==> config.mk <==
export PLATFORM = sky130hd
export DESIGN_NAME = wb_timer
export DESIGN_NICKNAME = d
export VERILOG_FILES = /design/src/rtl/wb_timer_pkg.sv /design/src/rtl/wb_timer_prescaler.sv /design/src/rtl/wb_timer.sv
export SDC_FILE = /design/constraint.sdc
export NUM_CORES = 1
export LEC_CHECK = 0
export ABC_AREA = 1
export BUFFER_PORTS_ARGS = -buffer_cell sky130_fd_sc_hd__clkbuf_2
export CAP_MARGIN = 20
export CORE_MARGIN = 1.5
export CORE_UTILIZATION = 45
export CTS_CLUSTER_SIZE = 16
export DETAILED_ROUTE_END_ITERATION = 10
export SYNTH_ARGS = -nofsm -noshare
export SYNTH_HDL_FRONTEND = slang
export SYNTH_SLANG_ARGS = --single-unit
==> constraint.sdc <==
create_clock -name clk -period 5.1 [get_ports clk]
set_input_delay 1.53 -clock clk [delete_from_list [all_inputs] [get_ports clk]]
set_output_delay 1.53 -clock clk [all_outputs]
set_load 0.01 [all_outputs]
==> src/rtl/wb_timer_pkg.sv <==
// Shared constants for the Wishbone timer: register word indices, CTRL bit positions, prescaler width.
package wb_timer_pkg;

    localparam logic [1:0] REG_CTRL     = 2'd0;
    localparam logic [1:0] REG_PRESCALE = 2'd1;
    localparam logic [1:0] REG_RELOAD   = 2'd2;
    localparam logic [1:0] REG_COUNT    = 2'd3;

    localparam int CTRL_EN  = 0;
    localparam int CTRL_AR  = 1;
    localparam int CTRL_IE  = 2;
    localparam int CTRL_EXP = 8;

    localparam int PRESC_W = 16;

    // Byte-lane write: lanes with sel set take the new data, others keep the old value.
    function automatic logic [31:0] lane_merge(input logic [31:0] old_val,
                                               input logic [31:0] wdat,
                                               input logic [3:0]  sel);
        logic [31:0] mask;
        mask = {{8{sel[3]}}, {8{sel[2]}}, {8{sel[1]}}, {8{sel[0]}}};
        return (old_val & ~mask) | (wdat & mask);
    endfunction

endpackage

==> src/rtl/wb_timer_prescaler.sv <==
// Clock divider: tick is combinational, high in the cycle the count equals limit; count then wraps.
// Holds while disabled; clear forces the count back to 0 on the next edge.
module wb_timer_prescaler
    import wb_timer_pkg::*;
(
    input  logic               clk,
    input  logic               reset,
    input  logic               enable,
    input  logic               clear,
    input  logic [PRESC_W-1:0] limit,
    output logic               tick
);

    logic [PRESC_W-1:0] cnt;

    assign tick = enable & (cnt == limit);

    always_ff @(posedge clk) begin
        if (reset) begin
            cnt <= '0;
        end else if (clear) begin
            cnt <= '0;
        end else if (enable) begin
            cnt <= tick ? '0 : cnt + 1'b1;
        end
    end

endmodule

==> src/rtl/wb_timer.sv <==
// Wishbone B4 classic down-counting timer: ack one edge after a hit, one ack per strobe even if held.
// Misses are never acked; irq is registered from the sticky expiry flag and irq enable.
module wb_timer
    import wb_timer_pkg::*;
#(
    parameter logic [31:0] address = 32'h0300_0100
) (
    input  logic        clk,
    input  logic        reset,
    input  logic        i_wb_cyc,
    input  logic        i_wb_stb,
    input  logic        i_wb_we,
    input  logic [3:0]  i_wb_sel,
    input  logic [31:0] i_wb_addr,
    input  logic [31:0] i_wb_data,
    output logic        o_wb_ack,
    output logic [31:0] o_wb_data,
    output logic        irq
);

    logic               en, ar, ie, expired;
    logic [PRESC_W-1:0] prescale;
    logic [31:0]        reload, count;
    logic               served;

    logic        req, hit, wr;
    logic [1:0]  reg_idx;
    logic        wr_ctrl, wr_prescale, wr_reload, wr_count;
    logic        en_rise, tick, expire;
    logic [31:0] prescale_wr, reload_wr, count_wr, rdata;
    logic        unused_ok;

    assign req     = i_wb_cyc & i_wb_stb;
    assign reg_idx = i_wb_addr[3:2];
    // served blocks a second ack while the master keeps the same strobe asserted
    assign hit     = req & (i_wb_addr[31:4] == address[31:4]) & ~o_wb_ack & ~served;
    assign wr      = hit & i_wb_we;

    assign wr_ctrl     = wr & (reg_idx == REG_CTRL);
    assign wr_prescale = wr & (reg_idx == REG_PRESCALE);
    assign wr_reload   = wr & (reg_idx == REG_RELOAD);
    assign wr_count    = wr & (reg_idx == REG_COUNT);

    assign en_rise = wr_ctrl & i_wb_sel[0] & i_wb_data[CTRL_EN] & ~en;
    assign expire  = tick & (count == 32'd0);

    assign prescale_wr = lane_merge({{(32-PRESC_W){1'b0}}, prescale}, i_wb_data, i_wb_sel);
    assign reload_wr   = lane_merge(reload, i_wb_data, i_wb_sel);
    assign count_wr    = lane_merge(count, i_wb_data, i_wb_sel);

    assign unused_ok = &{1'b0, i_wb_addr[1:0], prescale_wr[31:PRESC_W]};

    always_comb begin
        rdata = '0;
        case (reg_idx)
            REG_CTRL: begin
                rdata[CTRL_EN]  = en;
                rdata[CTRL_AR]  = ar;
                rdata[CTRL_IE]  = ie;
                rdata[CTRL_EXP] = expired;
            end
            REG_PRESCALE: rdata[PRESC_W-1:0] = prescale;
            REG_RELOAD:   rdata = reload;
            default:      rdata = count;
        endcase
    end

    wb_timer_prescaler u_prescaler (
        .clk    (clk),
        .reset  (reset),
        .enable (en),
        .clear  (en_rise | wr_count),
        .limit  (prescale),
        .tick   (tick)
    );

    always_ff @(posedge clk) begin
        if (reset) begin
            o_wb_ack  <= 1'b0;
            o_wb_data <= '0;
            irq       <= 1'b0;
            served    <= 1'b0;
            en        <= 1'b0;
            ar        <= 1'b0;
            ie        <= 1'b0;
            expired   <= 1'b0;
            prescale  <= '0;
            reload    <= '0;
            count     <= '0;
        end else begin
            o_wb_ack  <= hit;
            o_wb_data <= hit ? rdata : '0;
            served    <= req & (served | hit);
            irq       <= expired & ie;

            // a new expiry in the same cycle beats the write-one-to-clear
            expired <= (expired & ~(wr_ctrl & i_wb_sel[1] & i_wb_data[CTRL_EXP])) | expire;

            if (wr_ctrl && i_wb_sel[0]) begin
                en <= i_wb_data[CTRL_EN];
                ar <= i_wb_data[CTRL_AR];
                ie <= i_wb_data[CTRL_IE];
            end else if (expire && !ar) begin
                en <= 1'b0;
            end

            if (wr_prescale) prescale <= prescale_wr[PRESC_W-1:0];
            if (wr_reload)   reload   <= reload_wr;

            if (wr_count) begin
                count <= count_wr;
            end else if (tick) begin
                if (count != 32'd0) count <= count - 32'd1;
                else                count <= ar ? reload : 32'd0;
            end
        end
    end

endmodule

==> flow_summary.yaml, run 1 <==
critical_path:
  worst-path-buf-inv: 3
  critPathTopFamily: "simple AND/OR/NAND/NOR gates"
  crit_path_max_fanout: 41
  crit_required_ps: 5420
  arrival_ps: 3680
  end_kind: "flip-flop"
  cp_common_cell: "nand2_1"
  cpMaxStageDelayCell: "inv_1"
  cpPeakStageDelay_ps: 470
  path_class: "input port to flip-flop"
  start_kind: "input port"
  crit_chain: "clkbuf_2 > nor2_1 > nand2_1 > nor2_1 > nand2_1 > nor2_1 > nand4_2 > buf_4 > inv_1 > nand2_1 > nand2_2 > nand2_1 > nand2_1 > nor2_1"
pwr:
  p_leak_nw: 4.14
  ir_drop_uv: 242
  power.density_mw_per_mm2: 259
flow_run:
  drv_cap: 0
place:
  dp_cells: 1523
  place_hpwl_um: 17600
  io_buffer_count: 104
  gp_congestion: 0.955
die:
  fp-row-count: 47
  die_h_um: 135
  die_x_um: 135
  dieArea_mm2: 0.0181
  core_mm2: 0.0168
  io_pins: 107
  start_util_pct: 46.4
yosys:
  ys_top_cells_by_area: "dfxtp_1 (35%), nand2_1 (16%), nor2_1 (12%), nand3_1 (4.8%), inv_1 (4.6%)"
  synth_nets: 1310
  netlist_instances: 1234
  synthSimpleGateAreaFrac_pct: 42.5
  synth_compound_gate_area_share_pct: 11.1
  synth_edf_count: 0
  yosysTopAreaCellShare_pct: 34.7
  yosys.area.top_type: "dfxtp_1"
  synthFlopType: "dfxtp_1"
  synthMuxAreaShare_pct: 0
  ys_ff_latch: 135
  syn_area_mm2: 0.00778
  synthAdderAreaFrac_pct: 0.482
  synth_area_per_cell_um2: 6.31
  synth_warnings: 0
  ys_async_sr_fraction_pct: 0
  synth_top_family_by_area: "simple AND/OR/NAND/NOR gates"
  ys_types: 45
  yosysSeqAreaShare_pct: 34.7
  synth_xor_area_share_pct: 3.15
final_layout:
  final_cell_count_no_fill: 1556
  n_fill_cell: 1782
  drive_gt1_share_pct: 15.8
  nNetsFinal: 1399
  syn_to_final_growth_pct: 15.6
  n_antenna_cell: 0
clock_tree:
  path_clk_slew_ps: 60
  clk_latency_ps: 430
  cts_tree: "built"
  post-cts-setup-buffer-count: 0
  cts_buffer_depth: 2
  cts_sinks: 135
  cts_hold_buf: 0
  ctsHtreeMaxLevel: 4
  cts_resized: 0
  clock-root-buffer: "clkbuf_16"
  cts_inserted_buffers: 17
global_route:
  track_usage_pct: 27.8
  grt_overflow: 0
  grt_start_max_net_pins: 69
  grt_pass1_wl_um: 39400
  antenna_found_initial: 0
  grt_pass1_vias: 7599
sta:
  setup_viol: 0
  timing.final.hold_violations: 0
  skew_ps: 10.1
  tns_ps: 0
  maxSlewViolCount: 0
  min_period_ps: 3360
  worstMarginPinSlew_ps: 985
  relSlewSlack_pct: 34.3
  rsz0062_at_grt: "no"
  max_freq_ghz: 0.297
  fin_crit_sh_pct: 66.0
drt:
  vias: 8191
  drcViolationCount: 0
  first_pass_iters: 5
  drt_iter0_markers: 735
  drtAntennaViolNets: 0
  avgRoutedWirePerCell_um: 15.5
  viasPerCell: 5.26
  drt-total-wl_um: 24200
hold_path:
  hp-class: "flip-flop to flip-flop"
outcome:
  status: "complete, no violations"
## kinds of logic (layout without fill, tap and decap cells)
kind of cell             count (synthesis)  in the layout
AND/OR/NAND/NOR                        753            753
buffers and inverters                  154            256
adder cells (fa/ha/maj)                  3              3
flip-flops                             135            135
XOR/XNOR                                28             28
AO/OA/AOI/OAI                          161            161
## worst paths after layout
path	from	endpoint	slack (ps)	depth (start not counted)
setup reg to reg	o_wb_ack	flip-flop	2660	13
hold / removal	flip-flop	o_wb_data[30]	470	2
hold reg to reg	flip-flop	o_wb_data[30]	470	2
setup / recovery	i_wb_addr[29]	flip-flop	1740	14
## placed cells by master, fill, tap and decap left out, drive strengths merged
cell	instances
o21bai	4
o31ai	1
nand2	353
nand3	81
nor2	257
a41oi	2
a21oi	63
nor3b	2
clkinv	6
inv	118
dfxtp	135
a211oi	1
o21ai	70
a221oi	2
clkbuf	122
o22ai	2
buf	6
xor2	24
nor4	2
xnor2	4
or2	12
clkinvlp	3
nand3b	4
a31oi	14
a31o	1
nor3	11
nand4	31
o211ai	1
bufinv	1
ha	3
## worst min-delay path, stage by stage, from the launching register on
cell and delay [ps]:
dfxtp_1 320, nand2_1 60, a21oi_1 50
## metrics by stage
stage	total power, mW	setup slack, ps	area, um2	hold WS, ps	utilization (%)
floorplan	1.11	2230	7780	423	-
global placement	1.17	1310	8420	458	50.3
detailed placement	1.17	1310	8420	460	50.3
CTS	2.35	1730	8990	471	53.6
global route	2.40	1460	9000	495	53.7
finish	2.33	1740	9000	470	53.7
## power by group
part	switching, mW	internal [mW]	total [mW]
Combinational	0.0599	0.0290	0.0889
Sequential	0.000000000196	1.05	1.05
Clock	0.500	0.686	1.19
## per-layer routing
metal  part of all wire, %  wire length [um]  track usage [%]
met1                    47             11500             38.7
met2                    44             10700             43.5
met3                   7.0              1680             6.38
met4                   1.5               354             7.35
met5                     0                 0                0
## synthesized netlist by cell type (2+ instances only)
cell      count
nand2_1     340
nor2_1      243
dfxtp_1     135
inv_1        96
nand3_1      75
a21oi_1      63
o21ai_0      63
nand4_1      29
clkbuf_1     28
xor2_1       24
inv_2        17
a31oi_1      14
nor3_1       10
or2_2         9
buf_2         8
nand2_2       8
nor2_2        8
o21ai_1       6
nand2_4       5
nand3_2       5
nand3b_1      4
nor2_8        4
o21bai_1      4
xnor2_1       4
ha_1          3
or2_1         3
a221oi_1      2
a41oi_1       2
buf_6         2
nand4_2       2
nor2_4        2
nor3b_2       2
o22ai_1       2
## cell type report
cell class / count / area, um2 / area share (%)
Inverter: 114 / 430 / 4.78
Tap cell: 220 / 275 / 3.06
Clock buffer: 18 / 439 / 4.88
Multi-Input combinational cell: 945 / 4460 / 49.5
Clock inverter: 14 / 125 / 1.39
Timing Repair Buffer: 110 / 569 / 6.33
Sequential cell: 135 / 2700 / 30.0
Note: power is estimated with default switching activity, not from simulation.
==> inputs of run 2 (changes only) <==
--- a/config.mk
+++ b/config.mk
@@ -12,6 +12,7 @@
 export CORE_UTILIZATION = 45
 export CTS_CLUSTER_SIZE = 16
 export DETAILED_ROUTE_END_ITERATION = 10
+export PLACE_DENSITY = 0.67
 export SYNTH_ARGS = -nofsm -noshare
 export SYNTH_HDL_FRONTEND = slang
 export SYNTH_SLANG_ARGS = --single-unit
==> constraint.sdc (replaced) <==
create_clock -name clk -period 2.9 [get_ports clk]
set_input_delay 0.87 -clock clk [delete_from_list [all_inputs] [get_ports clk]]
set_output_delay 0.87 -clock clk [all_outputs]
set_load 0.01 [all_outputs]
==> run 2 against run 1 <==
  * Via count up 1.6%
  * Largest cell class unchanged
  * Critical path depth shrank 2
  * Highest routed layer unchanged
  * Non-clock buffer count up 16
==> flow_summary.yaml, run 2 (synthesis results as in run 1) <==
critical_path:
  crit_chain: "clkbuf_2 > nor2_1 > nand2_1 > nor2_1 > nand2_1 > nor2_1 > nand4_2 > buf_4 > nor2_1 > nor2_8 > o21ai_1 > nor2_1"
  cpPeakStageDelay_ps: 300
  worst-path-buf-inv: 2
  path_class: "input port to flip-flop"
  critPathTopFamily: "simple AND/OR/NAND/NOR gates"
  r2r_cells: 11
  crit_required_ps: 3220
  crit_path_max_fanout: 23
  end_kind: "flip-flop"
  r2r_slack_ps: 680
  arrival_ps: 2570
  start_kind: "input port"
  cp_common_cell: "nor2_1"
  cpMaxStageDelayCell: "buf_4"
final_layout:
  multiInputGateArea_mm2: 0.00446
  n_fill_cell: 1726
  area.sequential_mm2: 0.00270
  syn_to_final_growth_pct: 18.2
  final_common_cell: "nand2_1"
  nNetsFinal: 1415
  final_cell_mix: "nand2_1 (340), nor2_1 (242), dfxtp_1 (135)"
  n_antenna_cell: 0
  drive_gt1_share_pct: 16.7
clock_tree:
  cts_hold_buf: 0
  cts_resized: 0
  clock-root-buffer: "clkbuf_16"
  cts_tree: "built"
  ctsHtreeMaxLevel: 4
  post-cts-setup-buffer-count: 0
  cts_buffer_depth: 2
  clk_latency_ps: 430
  cts_inserted_buffers: 17
  path_clk_slew_ps: 60
  cts_sinks: 135
flow_run:
  drv_cap: 0
die:
  die_h_um: 135
  dieArea_mm2: 0.0181
  fp-row-count: 47
  start_util_pct: 46.4
  die_x_um: 135
  io_pins: 107
  core_mm2: 0.0168
global_route:
  grt_pass1_vias: 7743
  grt_pass1_wl_um: 39700
  grt_overflow: 0
  grt_start_max_net_pins: 46
  antenna_found_initial: 0
  track_usage_pct: 28.0
place:
  place_ws_ps: 214
  place_hpwl_um: 17900
  io_buffer_count: 104
  gp_congestion: 0.974
drt:
  top_layer: "met4"
  met1_length_um: 11200
  drcViolationCount: 0
  drt-total-wl_um: 24300
  avgRoutedWirePerCell_um: 15.5
  vias: 8324
  drt_iter0_markers: 621
  dr_wl_met2_um: 11000
  dr_wl_met3_um: 1640
  first_pass_iters: 5
  viasPerCell: 5.30
  drtAntennaViolNets: 0
pwr:
  power.density_mw_per_mm2: 482
  p_leak_nw: 4.26
  ir_drop_uv: 431
sta:
  max_freq_ghz: 0.445
  setup_ws_ps: 654
  min_period_ps: 2250
  worstMarginPinSlew_ps: 575
  tns_ps: 0
  rsz0062_at_grt: "no"
  skew_ps: 7.43
  fin_crit_sh_pct: 77.4
  setup_viol: 0
  relSlewSlack_pct: 61.6
  maxSlewViolCount: 0
  timing.final.hold_violations: 0
hold_path:
  min_from: "ie"
  hp-class: "flip-flop to flip-flop"
  worst_hold_path.endpoint: "irq"
  whs_path_depth: 2
outcome:
  status: "complete, no violations"
==> run 2: tightest hold or removal path, delay by kind of cell (launching register included) <==
family        cells  cell delay [ps]
flops             1              320
simple gates      2               90
==> run 2: worst max-delay path by stage <==
| stage | startpoint | endpoint | cells past startpoint |
|---|---|---|---|
| 4_1_cts | i_wb_addr[21] | flip-flop | 12 |
| 6_report | i_wb_addr[21] | flip-flop | 12 |
| 5_1_grt | i_wb_stb | flip-flop | 15 |
| 3_5_place_dp | i_wb_addr[19] | flip-flop | 12 |
| 3_3_place_gp | i_wb_addr[19] | flip-flop | 14 |
| 2_1_floorplan | i_wb_cyc | flip-flop | 13 |
==> run 2: per-stage QoR <==
stage	area, um2	util (%)	total power, mW	cells	hold slack (ps)
finish	9200	54.9	4.44	1570	462
global route	9200	54.9	4.56	1570	488
CTS	9200	54.9	4.46	1570	460
detailed placement	8550	51.0	2.06	1540	450
global placement	8550	51.0	2.06	1540	449
floorplan	7780	-	1.96	1234	423
==> run 2: layer usage <==
metal | global-route usage (%) | up-vias
li1 | - | 4170
met1 | 38.6 | 3820
met2 | 44.6 | 299
met3 | 4.43 | 35
met4 | 9.50 | 0
met5 | 0 | -
==> run 2: power breakdown <==
part,internal (mW),switching [mW],total [mW]
Clock,1.57,0.853,2.42
Combinational,0.0546,0.108,0.163
Sequential,1.85,0.000000000334,1.85
Total,3.47,0.961,4.44
==> run 2: cell type report <==
cell class	instances	share of cell area, %
clock buffers	19	4.92
clock inverters	11	2.14
inverters	114	4.68
multi-input cells	945	48.4
flip-flops and latches	135	29.4
well taps	220	2.99
repair buffers	126	7.45
